File: config.mk
export PLATFORM = sky130hd
export DESIGN_NAME = dm_arbiter
export DESIGN_NICKNAME = d
export VERILOG_FILES = /design/src/rtl/dm_arbiter_pkg.sv /design/src/rtl/dm_starve_counter.sv /design/src/rtl/dm_arbiter.sv
export SDC_FILE = /design/constraint.sdc
export NUM_CORES = 1
export LEC_CHECK = 0
export ABC_AREA = 1
export CAP_MARGIN = 20
export CORE_MARGIN = 3
export CORE_UTILIZATION = 20
export DETAILED_ROUTE_END_ITERATION = 7
export PLACE_DENSITY_LB_ADDON = 0.15
export SETUP_SLACK_MARGIN = 0.5
export SLEW_MARGIN = 20
export SYNTH_ARGS = -nofsm -noshare
export SYNTH_HDL_FRONTEND = slang
export SYNTH_SLANG_ARGS = --single-unit
File: constraint.sdc
create_clock -name clock -period 1.4 [get_ports clock]
set_clock_uncertainty 0.2 [all_clocks]
set_input_delay 0.21 -clock clock [delete_from_list [all_inputs] [get_ports clock]]
set_output_delay 0.21 -clock clock [all_outputs]
set_load 0.05 [all_outputs]
File: src/rtl/dm_arbiter_pkg.sv
// dm_arbiter_pkg: shared types and constants for the data-memory arbiter
package dm_arbiter_pkg;
  localparam int DATA_W = 16;
  typedef enum logic [0:0] {PRIO_CPU, PRIO_HOST} state_e;
  typedef enum logic [1:0] {OWN_NONE, OWN_CPU, OWN_HOST} owner_e;
endpackage

File: src/rtl/dm_starve_counter.sv
// dm_starve_counter: saturating host wait counter, hit flags the value being entered this cycle
module dm_starve_counter #(
  parameter int LIMIT = 4
) (
  input  logic clock,
  input  logic reset,
  input  logic inc,
  input  logic clr,
  output logic hit
);
  localparam int W = $clog2(LIMIT + 1);
  localparam logic [W-1:0] MAX = W'(LIMIT);
  logic [W-1:0] count_q, count_d;
  always_comb begin
    count_d = clr ? '0 : (inc && count_q != MAX) ? count_q + W'(1) : count_q;
    hit = count_d == MAX;
  end
  always_ff @(posedge clock) count_q <= reset ? '0 : count_d;
endmodule

File: src/rtl/dm_arbiter.sv
// dm_arbiter: CPU/host arbiter for the single-port data memory
module dm_arbiter
  import dm_arbiter_pkg::*;
#(
  parameter int ADDR_W       = 16,
  parameter int STARVE_LIMIT = 4
) (
  input  logic              clock,
  input  logic              reset,
  input  logic              cpu_req,
  input  logic              cpu_we,
  input  logic [ADDR_W-1:0] cpu_addr,
  input  logic [DATA_W-1:0] cpu_wdata,
  output logic              cpu_gnt,
  output logic              cpu_rvalid,
  output logic [DATA_W-1:0] cpu_rdata,
  input  logic              host_req,
  input  logic              host_we,
  input  logic [ADDR_W-1:0] host_addr,
  input  logic [DATA_W-1:0] host_wdata,
  output logic              host_gnt,
  output logic              host_rvalid,
  output logic [DATA_W-1:0] host_rdata,
  output logic [ADDR_W-1:0] mem_address,
  output logic [DATA_W-1:0] mem_data,
  output logic              mem_wren,
  input  logic [DATA_W-1:0] mem_q,
  output logic              host_starved
);
  state_e state_q, state_d;
  owner_e owner_q, owner_d;
  logic   hit;
  dm_starve_counter #(.LIMIT(STARVE_LIMIT)) u_starve (
    .clock(clock),
    .reset(reset),
    .inc  (host_req && !host_gnt),
    .clr  (host_gnt || !host_req),
    .hit  (hit)
  );
  always_comb begin
    cpu_gnt      = !reset && cpu_req && (state_q == PRIO_CPU || !host_req);
    host_gnt     = !reset && host_req && (state_q == PRIO_HOST || !cpu_req);
    mem_address  = cpu_gnt ? cpu_addr : host_gnt ? host_addr : '0;
    mem_data     = cpu_gnt ? cpu_wdata : host_gnt ? host_wdata : '0;
    mem_wren     = (cpu_gnt && cpu_we) || (host_gnt && host_we);
    owner_d      = (cpu_gnt && !cpu_we) ? OWN_CPU : (host_gnt && !host_we) ? OWN_HOST : OWN_NONE;
    // PRIO_HOST lasts one cycle: either the host is served or it has gone away
    state_d      = (state_q == PRIO_CPU && hit) ? PRIO_HOST : PRIO_CPU;
    cpu_rvalid   = !reset && owner_q == OWN_CPU;
    host_rvalid  = !reset && owner_q == OWN_HOST;
    cpu_rdata    = mem_q;
    host_rdata   = mem_q;
    host_starved = !reset && state_q == PRIO_HOST;
  end
  always_ff @(posedge clock) begin
    state_q <= reset ? PRIO_CPU : state_d;
    owner_q <= reset ? OWN_NONE : owner_d;
  end
endmodule

==> results by group, run 1 <==
Outcome
  – Status: finished, violations left
  – Failing checks: negative setup slack

Route
  – Via Count: roughly 1300
  – Total wire length: between 4000 and 5000 um
  – # DRC: 0
  – Wire per inst: between 15 and 20 um
  – Drt pass-1 iters: 4
  – DRT antenna net count: 0
  – Initial drt markers: 22
  – Vias per cell: roughly 4.7

Worst setup path
  – Origin of the worst setup path: state_q
  – Critical path class: register to output pin
  – Worst setup SP type: register
  – CP Buf/Inv Count: 3
  – CP max FO: 5
  – Crit end category: output pin
  – Reg2reg start: state_q
  – Critical path cell sequence: nand2_2 > nand2_4 > inv_6 > bufbuf_16 > a22o_4 > buf_12
  – CP max stage cell: dfxtp_2
  – Arrival @ worst endpoint: 1.41 ns
  – Req. time, crit path: just under 1 ns
  – Top Family by Delay on Critical Path: buffers and inverters
  – Delay of the slowest critical-path stage: roughly 0.34 ns

Synthesis
  – Synth Register Bits: 6
  – Mapped Area: 938 um2
  – Syn_nets: 206
  – Cells after Synth: 118
  – Dominant cell type by area after synthesis: a22o_1
  – Yosys cell types: 19
  – Top cell type's share of synthesized area: between 20% and 30%
  – Mapped Avg Cell Area: between 7 and 8 um2
  – Yosys warnings: 0
  – Register area share after synthesis: 12.8%
  – Top cells by area, synth: a22o_1, buf_4, dfxtp_1

Clocking
  – Sink Count: 6
  – Clock-pin slew on the worst setup and hold paths: roughly 0.04 ns
  – Worst skew pair latency: approximately 0.23 ns
  – H-tree depth: 1
  – CTS Hold Bufs: 0
  – CTS tree: built
  – CTS root buffer: clkbuf_8
  – Cts bufs inserted: 3
  – Clock Tree Buf Depth: 2

Floorplanning
  – Die W: about 75 um
  – I/O Pins: ~160
  – Die Y: between 70 and 80 um
  – Core Rows: 24
  – Core area: approximately 4400 um2
  – Initial Util: 21.1%
  – Die area: between 5000 and 6000 um2

Cells and area
  – Fraction of layout cells with a size suffix above 1: between 60% and 70%
  – End-of-flow core utilization: 67.3%
  – Final nets: 308
  – Most common cell after layout, fill and taps aside: clkdlybuf4s50_1
  – Number of antenna diodes: 0
  – Syn-to-layout area delta: 219%
  – Most frequent cells in the layout: clkdlybuf4s50_1, buf_12, a22o_4, buf_6, buf_4

Timing
  – Slew margin rel.: between 80% and 90%
  – Fin crit period: between 1.5 and 2 ns
  – Crit share post-route: 130%
  – Hold Vio Cnt, Final: 0
  – Slew @ Worst Pin: 0.227 ns
  – Final Max Tran Viols: 0
  – Final setup TNS: -15.25 ns
  – Final worst-path setup slack: -0.424 ns
  – Fmax: 548 MHz
  – RSZ-0062 raised after global routing: true
  – Setup violations, final: ~40

GRT
  – First-pass GRT wire length: 7170 um
  – Vias in the first global route: about 1400
  – Initial antenna violation count: 0
  – Grt ovf: 0
  – Largest net degree at the start of global routing: 18
  – Tot GR Track Use: between 15 and 20%

Worst hold path
  – Hold Crit Class: primary input to register
  – Hold Startpoint: host_req

Power and ir drop
  – Total Power: 1500 uW
  – Worst VDD drop: slightly below 400 uV
  – Power Density: roughly 500 nW/um2
  – Leak: ~0.0013 uW

Placed design
  – GPL Wtd Cong: about 0.74
  – Hpwl dp: around 3500 um
  – I/O Buffers: approximately 110

Job
  – Max capacitance violation total: 0
what timing repair did:
item                       4_1_cts  5_1_grt
pin swaps                       10        8
gates resized for setup         44       16
cloned                           6        0
buffers inserted                 8        3
setup endpoints to repair       44       44
metrics by stage:
| stage | cell area, um2 | worst slack [ns] | hold WS [ns] | instances |
|---|---|---|---|---|
| 4_1_cts | 2920 | -0.437 | 0.200 | 267 |
| 5_1_grt | 2990 | -0.451 | 0.213 | 270 |
| 2_1_floorplan | 1250 | -0.00898 | 0.0750 | 118 |
| 6_report | 2990 | -0.424 | 0.179 | 270 |
| 3_3_place_gp | 2530 | -0.624 | 0.221 | 250 |
| 3_5_place_dp | 2530 | -0.659 | 0.221 | 250 |
cells in the mapped netlist:
library cell	n
a21oi_1	3
a22o_1	29
a22o_2	4
buf_4	32
buf_6	3
buf_8	3
dfxtp_1	6
ha_1	2
inv_1	9
inv_2	2
inv_8	1
nand2_1	7
nand2_4	1
nand3_1	2
nand4_1	1
nor2_1	9
nor2_2	1
nor3_1	2
xor2_1	1
sequential cells by signal, indices dropped and copies added (netlist names):
signal / count
owner_q: 2
state_q: 1
u_starve.count_q: 3
path summary, 6_finish.rpt:
| kind | end | slack [ns] | cells past startpoint |
|---|---|---|---|
| worst max-delay path | mem_address[2] | -0.42 | 6 |
| worst min register to register | state_q | 0.43 | 4 |
| worst max register to register | state_q | -0.30 | 12 |
| worst min-delay path | state_q | 0.18 | 4 |
layer usage:
metal	routed length, um	vias to the layer above	GRT usage [%]
met5	0	-	0
met1	1670	584	17.6
met3	469	10	3.11
met2	2780	80	34.2
li1	-	588	-
met4	46	0	4.55
cell families (layout without fill, tap and decap cells):
group                      Yosys count  in the layout  share of synthesized area [%]
adders and majority gates            2              2                           2.67
and+or+nand+nor                     23             23                           11.1
AOI/OAI and AO/OA                   36             36                           32.9
DFF                                  6              6                           12.8
buffers and inverters               50            150                           39.6
xor gates and xnor gates             1              1                          0.934
worst register-to-register path: cells and delay by family (launching register included):
kind	cells	cell delay [ns]
buf+inv	6	0.61
simple gates	6	0.45
flops	1	0.34
area by class of cell:
type / count / area [um2]
clock buffer: 3 / 41.3
fill: 324 / 1460
inverter: 12 / 68.8
multi-input combinational: 62 / 853
sequential: 6 / 126
tap: 52 / 65.1
timing repair buffer: 133 / 1810
timing repair inverter: 2 / 25.0
report_power, final:
group / total [uW] / internal, uW / switching, uW
combinational: 1050 / 598 / 452
sequential: 179 / 176 / 2.98
clock: 270 / 186 / 83.9
total: 1500 / 960 / 538
(Power assumes the default switching activity.)
==> run 2, diff against run 1 <==
CORE_AREA = 3 3 60 62   (was unset)
CORE_MARGIN = unset   (was 3)
CORE_UTILIZATION = unset   (was 20)
DIE_AREA = 0 0 63 65   (was unset)
DONT_BUFFER_PORTS = 1   (was unset)
SKIP_LAST_GASP = 1   (was unset)
==> run 2 against run 1 <==
  * The run ends with negative hold slack, negative setup slack left
  * Sequential share of layout area up 4.0 points
  * Final area down 49%
  * Register-to-register slack better by 0.32 ns
  * Critical path type unchanged
  * Die area down 26%
  * Clock-buffer cell count unchanged
  * Largest power group unchanged
==> results by group, run 2 (synthesis results as in run 1) <==
Outcome
  – Failing checks: negative hold slack, negative setup slack
  – Status: finished, violations left

Floorplanning
  – Die W: 63 um (-15%)
  – Core Rows: 20 (-17%)
  – Die Y: 65 um (-13%)
  – Core area: 3080 um2 (-31%)
  – Die area: 4100 um2 (-26%)
  – I/O Pins: 156 (unchanged)
  – Initial Util: 30.5% (+9.4 points)

Timing
  – Final setup TNS: -10.78 ns (+4.48 ns)
  – Final Max Tran Viols: 0 (unchanged)
  – Hold Vio Cnt, Final: 4 (+4)
  – Slew @ Worst Pin: 0.328 ns (+0.101 ns)
  – Slew margin rel.: 78.1% (-6.8 points)
  – Fin crit period: 1.74 ns (-0.0827 ns)
  – Fmax: 574 MHz (+4.7%)
  – Final worst-path setup slack: -0.341 ns (+0.0827 ns)
  – Setup violations, final: 35 (-15%)
  – Worst hold slack: -0.0636 ns (-0.243 ns)
  – RSZ-0062 raised after global routing: true
  – Crit share post-route: 124% (-5.9 points)

Route
  – Drt pass-1 iters: 4 (unchanged)
  – DRT antenna net count: 0 (unchanged)
  – Vias per cell: 5.42 (+16%)
  – Via Count: 824 (-35%)
  – Initial drt markers: 9 (-59%)
  – Wire per inst: 20.5 um (+11%)
  – # DRC: 0 (unchanged)
  – Total wire length: 3110 um (-37%)

Cells and area
  – Fraction of layout cells with a size suffix above 1: 86.1% (+23 points)
  – Syn-to-layout area delta: 61.9%
  – Number of flip-flops under the largest register name: 3 (unchanged)
  – Largest registers: u_starve.count_q: 3 flops, owner_q: 2 flops, state_q: 1 flops
  – Final nets: 198 (-36%)
  – Most common cell after layout, fill and taps aside: a22o_4
  – Largest reg by FF count: u_starve.count_q
  – Number of antenna diodes: 0 (unchanged)
  – Most frequent cells in the layout: a22o_4, buf_12, inv_2, buf_6
  – Fin area: 1520 um2 (-49%)

Clocking
  – CTS root buffer: clkbuf_4
  – CTS Hold Bufs: 2 (+2)
  – H-tree depth: 1 (unchanged)
  – Cts bufs inserted: 3 (unchanged)
  – Clock-pin slew on the worst setup and hold paths: 0.05 ns (about the same)
  – Worst skew pair latency: 0.24 ns (about the same)
  – CTS tree: built
  – Sink Count: 6 (unchanged)
  – Clock Tree Buf Depth: 2 (unchanged)

Placed design
  – I/O Buffers: 0 (-100%)
  – Placed inst area: 1120 um2 (-56%)
  – GPL Wtd Cong: 0.708 (-4.9%)
  – Hpwl dp: 2230 um (-36%)

Worst setup path
  – Reg2Reg Depth: 9 (-3)
  – Req. time, crit path: 0.99 ns (about the same)
  – Worst setup SP type: register
  – Arrival @ worst endpoint: 1.33 ns (-0.08 ns)
  – Reg2reg start: state_q
  – Critical path class: register to output pin
  – Origin of the worst setup path: state_q
  – FF-to-FF setup slack: 0.02 ns (+0.32 ns)
  – Worst r2r dst: state_q
  – Crit end category: output pin
  – CP max FO: 17 (+12)
  – Crit path to: mem_address[5]

Power and ir drop
  – Worst VDD drop: 486 uV (+23%)
  – Leak: 0.000667 uW (-48%)
  – Power Density: 585 nW/um2 (+17%)

Worst hold path
  – Hold Crit Class: primary input to register

GRT
  – Vias in the first global route: 775 (-44%)
  – First-pass GRT wire length: 3950 um (-45%)
  – Largest net degree at the start of global routing: 35 (+17)
  – Initial antenna violation count: 0 (unchanged)
  – Grt ovf: 0 (unchanged)
  – Tot GR Track Use: 12.0% (-5.0 points)

Job
  – Max capacitance violation total: 0 (unchanged)
-- run 2: repair_timing --
action                     CTS  global route
gates resized for setup     20            28
cloned                       1             3
setup endpoints to repair   44            44
buffers inserted             2             5
pin swaps                    4             7
hold endpoints to repair     6             4
-- run 2: routing by layer --
layer	up-vias	global-route usage, %	part of all wire, %
met3	10	7.11	13
met4	0	4.41	1.4
li1	364	-	-
met5	-	0	0
met2	71	19.9	54
met1	379	12.4	31
-- run 2: area by class of cell --
type	count	area (um2)
clock buffer	3	22.5
timing repair inverter	2	31.3
inverter	12	78.8
sequential	6	125
multi-input combinational	62	856
fill	258	1560
tap	44	55.1
timing repair buffer	23	350
-- run 2: worst min-delay path by stage --
stage / to / depth (start not counted) / startpoint
floorplan: owner_q[0] / 1 / cpu_we
global placement: owner_q[0] / 1 / cpu_we
detailed placement: owner_q[1] / 1 / host_we
CTS: u_starve.count_q[0] / 3 / reset
global route: u_starve.count_q[0] / 3 / reset
finish: u_starve.count_q[0] / 3 / reset
-- run 2: power by group --
part	internal [uW]	leakage, uW	total (uW)	switching, uW
Sequential	175	0.0000505	178	2.76
Combinational	216	0.000602	552	336
Clock	96.9	0.0000138	159	61.7
-- run 2: per-stage QoR --
stage / power (uW) / util (%) / setup slack (ns) / instances
2_1_floorplan: 844 / - / -0.00898 / 118
5_1_grt: 930 / 49.3 / -0.394 / 152
3_5_place_dp: 640 / 36.5 / -0.104 / 136
3_3_place_gp: 641 / 36.5 / -0.0915 / 136
4_1_cts: 849 / 42.0 / -0.356 / 144
6_report: 889 / 49.3 / -0.341 / 152
-- run 2: critical path: stages (launching register included) --
cell     delay, ns
dfxtp_2       0.32
inv_2         0.07
nand2_4       0.07
nand2_8       0.14
buf_12        0.14
inv_16        0.06
a22o_4        0.29
